**src/rtl/bit_sayici_if.sv**
```systemverilog
// bit_sayici_if: operand/result handshake bundle for the bit counting unit.
//   gecerli_i/hazir_o : operand valid / unit ready
//   islem_i           : 00 clz, 01 ctz, 10 cpop, 11 reserved
//   deger_i, etiket_i : operand and pass-through tag
//   gecerli_o/hazir_i : result valid / consumer ready
//   sonuc_o, etiket_o : zero-extended count and its tag
// The master modport is the issuing side; the slave modport is the unit.
interface bit_sayici_if #(
  parameter int unsigned VERI_BIT   = 32,
  parameter int unsigned ETIKET_BIT = 4
);
  localparam int unsigned SONUC_BIT = $clog2(VERI_BIT) + 1;

  logic                  gecerli_i;
  logic                  hazir_o;
  logic [1:0]            islem_i;
  logic [VERI_BIT-1:0]   deger_i;
  logic [ETIKET_BIT-1:0] etiket_i;
  logic                  gecerli_o;
  logic                  hazir_i;
  logic [SONUC_BIT-1:0]  sonuc_o;
  logic [ETIKET_BIT-1:0] etiket_o;

  modport master (
    output gecerli_i, islem_i, deger_i, etiket_i, hazir_i,
    input  hazir_o, gecerli_o, sonuc_o, etiket_o
  );

  modport slave (
    input  gecerli_i, islem_i, deger_i, etiket_i, hazir_i,
    output hazir_o, gecerli_o, sonuc_o, etiket_o
  );
endinterface

```
**src/rtl/bit_sayici.sv**
```systemverilog
// bit_sayici: two-stage pipelined clz / ctz / popcount unit.
//   clk_i      : clock, rising edge
//   rst_i      : synchronous active-high reset
//   temizle_i  : flush, drops both stages at the next edge
//   bus        : operand/result handshake (bit_sayici_if.slave)
// Stage A1 registers per-byte leading/trailing-zero counts, popcounts and
// all-zero flags; stage A2 combines them into the final count.
module bit_sayici #(
  parameter int unsigned VERI_BIT   = 32,
  parameter int unsigned ETIKET_BIT = 4
) (
  input  logic         clk_i,
  input  logic         rst_i,
  input  logic         temizle_i,
  bit_sayici_if.slave  bus
);
  localparam int unsigned SONUC_BIT = $clog2(VERI_BIT) + 1;
  localparam int unsigned BAYT      = VERI_BIT / 8;

  typedef enum logic [1:0] {
    ISLEM_CLZ  = 2'b00,
    ISLEM_CTZ  = 2'b01,
    ISLEM_CPOP = 2'b10,
    ISLEM_RSV  = 2'b11
  } islem_e;

  // Stage A1
  logic                      a1_v_q, a1_v_d;
  islem_e                    a1_islem_q, a1_islem_d;
  logic [ETIKET_BIT-1:0]     a1_etiket_q, a1_etiket_d;
  logic [BAYT-1:0][3:0]      a1_lz_q, a1_lz_d;
  logic [BAYT-1:0][3:0]      a1_tz_q, a1_tz_d;
  logic [BAYT-1:0][3:0]      a1_pc_q, a1_pc_d;
  logic [BAYT-1:0]           a1_sifir_q, a1_sifir_d;

  // Stage A2
  logic                      a2_v_q, a2_v_d;
  logic [SONUC_BIT-1:0]      a2_sonuc_q, a2_sonuc_d;
  logic [ETIKET_BIT-1:0]     a2_etiket_q, a2_etiket_d;

  logic a2_load;
  logic hazir;

  assign a2_load = ~a2_v_q | bus.hazir_i;
  assign hazir   = ~temizle_i & ~rst_i & (~a1_v_q | a2_load);

  assign bus.hazir_o   = hazir;
  assign bus.gecerli_o = a2_v_q;
  assign bus.sonuc_o   = a2_sonuc_q;
  assign bus.etiket_o  = a2_etiket_q;

  // A1 is free whenever hazir is high: either empty or advancing into A2.
  always_comb begin : a1_sonraki
    logic [7:0] bayt;
    logic       gordu;
    bayt        = '0;
    gordu       = 1'b0;
    a1_v_d      = a1_v_q;
    a1_islem_d  = a1_islem_q;
    a1_etiket_d = a1_etiket_q;
    a1_lz_d     = a1_lz_q;
    a1_tz_d     = a1_tz_q;
    a1_pc_d     = a1_pc_q;
    a1_sifir_d  = a1_sifir_q;
    if (temizle_i) begin
      a1_v_d = 1'b0;
    end else if (hazir) begin
      a1_v_d = bus.gecerli_i;
      if (bus.gecerli_i) begin
        a1_islem_d  = islem_e'(bus.islem_i);
        a1_etiket_d = bus.etiket_i;
        for (int unsigned b = 0; b < BAYT; b++) begin
          bayt       = bus.deger_i[8*b +: 8];
          a1_lz_d[b] = '0;
          a1_tz_d[b] = '0;
          a1_pc_d[b] = '0;
          gordu = 1'b0;
          for (int unsigned j = 0; j < 8; j++) begin
            if (!gordu && !bayt[7-j]) a1_lz_d[b] = a1_lz_d[b] + 4'd1;
            else                      gordu = 1'b1;
          end
          gordu = 1'b0;
          for (int unsigned j = 0; j < 8; j++) begin
            if (!gordu && !bayt[j]) a1_tz_d[b] = a1_tz_d[b] + 4'd1;
            else                    gordu = 1'b1;
          end
          for (int unsigned j = 0; j < 8; j++) begin
            a1_pc_d[b] = a1_pc_d[b] + {3'b000, bayt[j]};
          end
          a1_sifir_d[b] = (bayt == 8'h00);
        end
      end
    end
  end

  // Zero runs: keep adding per-byte counts until the first non-zero byte,
  // whose own count closes the sum.
  always_comb begin : a2_sonraki
    logic [SONUC_BIT-1:0] toplam;
    logic                 dur;
    toplam      = '0;
    dur         = 1'b0;
    a2_v_d      = a2_v_q;
    a2_sonuc_d  = a2_sonuc_q;
    a2_etiket_d = a2_etiket_q;
    case (a1_islem_q)
      ISLEM_CLZ: begin
        for (int unsigned j = 0; j < BAYT; j++) begin
          if (!dur) begin
            toplam = toplam + SONUC_BIT'(a1_lz_q[BAYT-1-j]);
            dur    = ~a1_sifir_q[BAYT-1-j];
          end
        end
      end
      ISLEM_CTZ: begin
        for (int unsigned j = 0; j < BAYT; j++) begin
          if (!dur) begin
            toplam = toplam + SONUC_BIT'(a1_tz_q[j]);
            dur    = ~a1_sifir_q[j];
          end
        end
      end
      ISLEM_CPOP: begin
        for (int unsigned j = 0; j < BAYT; j++) begin
          toplam = toplam + SONUC_BIT'(a1_pc_q[j]);
        end
      end
      default: toplam = '0;
    endcase
    if (temizle_i) begin
      a2_v_d = 1'b0;
    end else if (a2_load) begin
      a2_v_d = a1_v_q;
      if (a1_v_q) begin
        a2_sonuc_d  = toplam;
        a2_etiket_d = a1_etiket_q;
      end
    end
  end

  always_ff @(posedge clk_i) begin
    if (rst_i) begin
      a1_v_q      <= 1'b0;
      a2_v_q      <= 1'b0;
      a2_sonuc_q  <= '0;
      a2_etiket_q <= '0;
    end else begin
      a1_v_q      <= a1_v_d;
      a2_v_q      <= a2_v_d;
      a2_sonuc_q  <= a2_sonuc_d;
      a2_etiket_q <= a2_etiket_d;
    end
  end

  // Payload registers are qualified by the valids and need no reset.
  always_ff @(posedge clk_i) begin
    a1_islem_q  <= a1_islem_d;
    a1_etiket_q <= a1_etiket_d;
    a1_lz_q     <= a1_lz_d;
    a1_tz_q     <= a1_tz_d;
    a1_pc_q     <= a1_pc_d;
    a1_sifir_q  <= a1_sifir_d;
  end
endmodule

```
**src/flat_wrapper.sv**
```systemverilog
// flat-port wrapper written by rule: the top's interface ports become plain ports
module bit_sayici_flat 
#(
  parameter int unsigned VERI_BIT   = 32,
  parameter int unsigned ETIKET_BIT = 4
)
  (clk_i, rst_i, temizle_i, bus_gecerli_i, bus_islem_i, bus_deger_i, bus_etiket_i, bus_hazir_i, bus_hazir_o, bus_gecerli_o, bus_sonuc_o, bus_etiket_o);
  bit_sayici_if #(.VERI_BIT(VERI_BIT), .ETIKET_BIT(ETIKET_BIT)) bus_i ();
  input  logic clk_i;
  input  logic rst_i;
  input  logic temizle_i;
  input wire logic [$bits(bus_i.gecerli_i)-1:0] bus_gecerli_i;
  input wire logic [$bits(bus_i.islem_i)-1:0] bus_islem_i;
  input wire logic [$bits(bus_i.deger_i)-1:0] bus_deger_i;
  input wire logic [$bits(bus_i.etiket_i)-1:0] bus_etiket_i;
  input wire logic [$bits(bus_i.hazir_i)-1:0] bus_hazir_i;
  output wire logic [$bits(bus_i.hazir_o)-1:0] bus_hazir_o;
  output wire logic [$bits(bus_i.gecerli_o)-1:0] bus_gecerli_o;
  output wire logic [$bits(bus_i.sonuc_o)-1:0] bus_sonuc_o;
  output wire logic [$bits(bus_i.etiket_o)-1:0] bus_etiket_o;
  assign bus_i.gecerli_i = bus_gecerli_i;
  assign bus_i.islem_i = bus_islem_i;
  assign bus_i.deger_i = bus_deger_i;
  assign bus_i.etiket_i = bus_etiket_i;
  assign bus_i.hazir_i = bus_hazir_i;
  assign bus_hazir_o = bus_i.hazir_o;
  assign bus_gecerli_o = bus_i.gecerli_o;
  assign bus_sonuc_o = bus_i.sonuc_o;
  assign bus_etiket_o = bus_i.etiket_o;
  bit_sayici #(.VERI_BIT(VERI_BIT), .ETIKET_BIT(ETIKET_BIT)) u_core (.clk_i(clk_i), .rst_i(rst_i), .temizle_i(temizle_i), .bus(bus_i));
endmodule
```
**config.mk**
```make
export PLATFORM = sky130hd
export DESIGN_NAME = bit_sayici_flat
export DESIGN_NICKNAME = d
export VERILOG_FILES = /design/src/rtl/bit_sayici_if.sv /design/src/rtl/bit_sayici.sv /design/src/flat_wrapper.sv
export SDC_FILE = /design/constraint.sdc
export NUM_CORES = 1
export LEC_CHECK = 0
export BUFFER_PORTS_ARGS = -buffer_cell sky130_fd_sc_hd__buf_2
export CAP_MARGIN = 20
export CORE_MARGIN = 2
export CORE_UTILIZATION = 51
export DETAILED_ROUTE_END_ITERATION = 16
export HOLD_SLACK_MARGIN = 0.03
export PLACE_DENSITY = 0.81
export REMOVE_ABC_BUFFERS = 1
export SLEW_MARGIN = 5
export SYNTH_ARGS = -nofsm -noshare
export SYNTH_HDL_FRONTEND = slang
export SYNTH_SLANG_ARGS = --single-unit
```
**constraint.sdc**
```tcl
create_clock -name clk_i -period 12.9 [get_ports clk_i]
set_clock_uncertainty 0.15 [all_clocks]
set_input_delay 0.645 -clock clk_i [delete_from_list [all_inputs] [get_ports clk_i]]
set_output_delay 0.645 -clock clk_i [all_outputs]
set_load 0.02 [all_outputs]
```
==> metrics.txt <==
crit-path max FO 8; Num Clock Sinks 70; Skew-Pair Late Insertion Delay 340 ps; antenna violations before repair 0; status complete, no violations; sw frac 0.320; IO Port Bufs 54; Max IR drop VDD 0.0000545 V; Detail Placement HPWL 13.2 mm; PD cells 104 nW/µm²; clock root cell clkbuf_16; Critical Path Most Common Cell ha_1; Worst Tran Pin Value between 1000 and 1500 ps; TritonCTS clock tree built; Die Ht 128 µm; CP delay by family, top adder cells; fill cell count 1288; clk slew on worst S/H paths 60 ps; Die Area about 16000 µm²; RSZ-0062 raised after global routing false; Max Fclk 0.205 GHz; Seq pwr share 0.300; min-delay worst type register to register; kind of critical path input port to register; leakage 3.78 nW; Async SR Flop Fraction 0; GRT Total Usage 0.209; crit path cell chain buf_2 -> inv_1 -> ha_1 -> nor2b_1 -> xor2_1 -> ha_1 -> o31a_1 -> ha_1 -> mux2i_1 -> nand2_1 -> nand2_1 -> inv_1 -> ha_1 -> inv_1 -> o21ai_0 -> ha_1 -> nor2b_1 -> xnor2_1 -> nor2_1 -> mux2i_1 -> xnor2_1 -> nand3_1 -> xnor2_1; PostCTS Resize Cnt 0; sum of negative setup slack 0 ps; Slew Limit Fails 0; post-route ant nets 0; WP buf/inv 4; Switch Pwr between 0.0002 and 0.0003 W; top post-synthesis cells by area edfxtp_1, ha_1, xnor2_1; routability cong. 0.901; power share of the clock group 0.343; H-tree depth 3; Ports between 50 and 60; Netlist cell types 58; Crit. End Element register; Mean Syn Cell Area 8.87 µm²; number of cell rows 45; Required @ worst endpoint approximately 13000 ps; CP peak stage delay 390 ps; Routed wire per std cell approximately 15 µm; Vias roughly 6300; endpoints failing setup 0; Final WS setup 8030 ps; Hold Vio Cnt, Final 0; top cell type's share of synthesized area 0.222; Ys Warns 0; pin count of the biggest net entering global routing slightly below 60; Synth Register Bits 70; vias in the first global route 6023; first-pass GRT wire length 28.1 mm; number of remaining DRC errors 0; cts hold-fix bufs 0; Crit path arrival time about 4800 ps; sequential cell area fraction in the yosys report 0.252; share of cells above drive strength 1 0.113; TritonCTS Buffers 9; synth-to-layout area growth 9.87%; ys flop type edfxtp_1; critical path's slowest cell nor2b_1; antenna fix cells 0; Tmin final ~4900 ps; Post-Syn Area between 7000 and 8000 µm²; Clock Tree Buf Depth 2; Initial DRC Count ~320; Max Cap Viol 0; Pre-antenna DRT Iters 5; Post-CTS Setup Inserts 0; biggest area consumer among synthesized cells edfxtp_1; Initial Util 0.519; Tcrit/Tclk final 0.377; fin nets 1093; Post-Syn Instances 886; worst slack at placement 7670 ps; core area 15100 µm²; Logic pwr share 0.357; CP Launch Type input port; vias per std cell ~5.6; final WL approximately 17 mm; Post-synth EDFFs 58; Int Power 0.000612 W; Slew headroom 0.274; GRT overflow 0; Die W roughly 130 µm
==> registers in the layout (all words and copies together), names as in the netlist <==
signal and cells:
u_core.a1_lz_q 16, u_core.a1_sifir_q 4, u_core.a1_tz_q 16, u_core.bus.sonuc_o 6, u_core.a1_pc_q 16, u_core.a1_v_q 1
u_core.a1_islem_q 2, u_core.bus.etiket_o 4, u_core.a1_etiket_q 4, u_core.bus.gecerli_o 1
==> placed cells by master, fill, tap and decap left out, types with 7 or more instances in the layout <==
cell / count
buf_2: 54
nor4_1: 7
a211oi_1: 8
o31a_1: 7
nand2b_1: 9
a21oi_1: 59
nor2b_1: 30
a21o_1: 18
inv_1: 98
mux2_2: 20
clkbuf_16: 9
xor2_1: 21
dfxtp_1: 12
edfxtp_1: 58
o21ai_0: 40
fa_1: 28
xnor2_1: 70
nand2_1: 75
nor3_1: 21
nand3_1: 20
ha_1: 96
nor2_1: 59
mux2i_1: 28
and2_1: 8
==> per-layer routing <==
metal,vias to the layer above,wire [µm],track usage
li1,3145,-,-
met1,2919,7410,0.268
met2,161,8280,0.366
met3,27,709,0.0275
met4,0,341,0.0679
met5,-,0,0
==> power groups by stage <==
| stage | registers (W) | clock network [W] | logic [W] |
|---|---|---|---|
| final | 0.000270 | 0.000309 | 0.000321 |
| after global routing | 0.000271 | 0.000319 | 0.000366 |
| after CTS | 0.000270 | 0.000310 | 0.000320 |
| after detailed placement | 0.000275 | 0 | 0.000316 |
| after global placement | 0.000274 | 0 | 0.000303 |
| after floorplan | 0.000273 | 0 | 0.000236 |
==> worst reg2reg max path, cell delays in order, from the launching register on <==
cell and delay, ps:
edfxtp_1 460, ha_1 260, fa_1 490, mux2_2 320, fa_1 500, mux2_2 280
mux2i_1 360, inv_1 100, ha_1 330, a211oi_1 250, nor2_1 100, o21ai_0 250
mux2_2 210, a221oi_1 70, or4_1 520, a31oi_1 140
==> through the flow <==
stage               cells  cell area (µm²)  hold slack (ps)  power [W]  utilization
global placement     1103             8270              290   0.000577        0.546
detailed placement   1103             8270              293   0.000590        0.546
floorplan             858             7740              321   0.000509            -
global route         1119             8640              318   0.000957        0.570
CTS                  1119             8640              301   0.000901        0.570
finish               1119             8640              299   0.000900        0.570
==> cell type report <==
class                           count  area, µm²  area share
Multi-Input combinational cell    690       5390       0.624
Sequential cell                    70       1980       0.229
Inverter                           98        368      0.0426
Timing Repair Buffer               57        293      0.0339
Tap cell                          188        235      0.0272
Clock buffer                        9        225      0.0261
Clock inverter                      7        145      0.0168
==> worst paths after layout <==
| kind | startpoint | slack, ps | cells past startpoint | end |
|---|---|---|---|---|
| setup reg to reg | u_core.a1_lz_q[12] | 8040 | 15 | u_core.bus.sonuc_o[5] |
| setup / recovery | bus_deger_i[17] | 8030 | 23 | u_core.a1_tz_q[11] |
| hold / removal | u_core.bus.etiket_o[0] | 300 | 2 | u_core.bus.etiket_o[0] |
| hold reg to reg | u_core.bus.etiket_o[0] | 300 | 2 | u_core.bus.etiket_o[0] |
==> synth_stat cells (all sizes together) (9+ instances only) <==
library cell,count
inv,98
ha,96
nand2,75
xnor2,70
a21oi,59
nor2,59
edfxtp,58
o21ai,40
nor2b,30
fa,28
mux2i,28
clkbuf,25
nor3,22
nand3,21
xor2,21
mux2,20
a21o,18
dfxtp,12
and2,10
nand2b,9
==> cell families after synthesis <==
family,after synthesis,synth area share
buffers and inverters,126,0.0625
adder cells (fa/ha/maj),124,0.224
AND/OR/NAND/NOR,268,0.172
flip-flops,70,0.252
AO/OA/AOI/OAI,159,0.124
multiplexers,48,0.0643
XOR/XNOR,91,0.101
(Power assumes the default switching activity.)
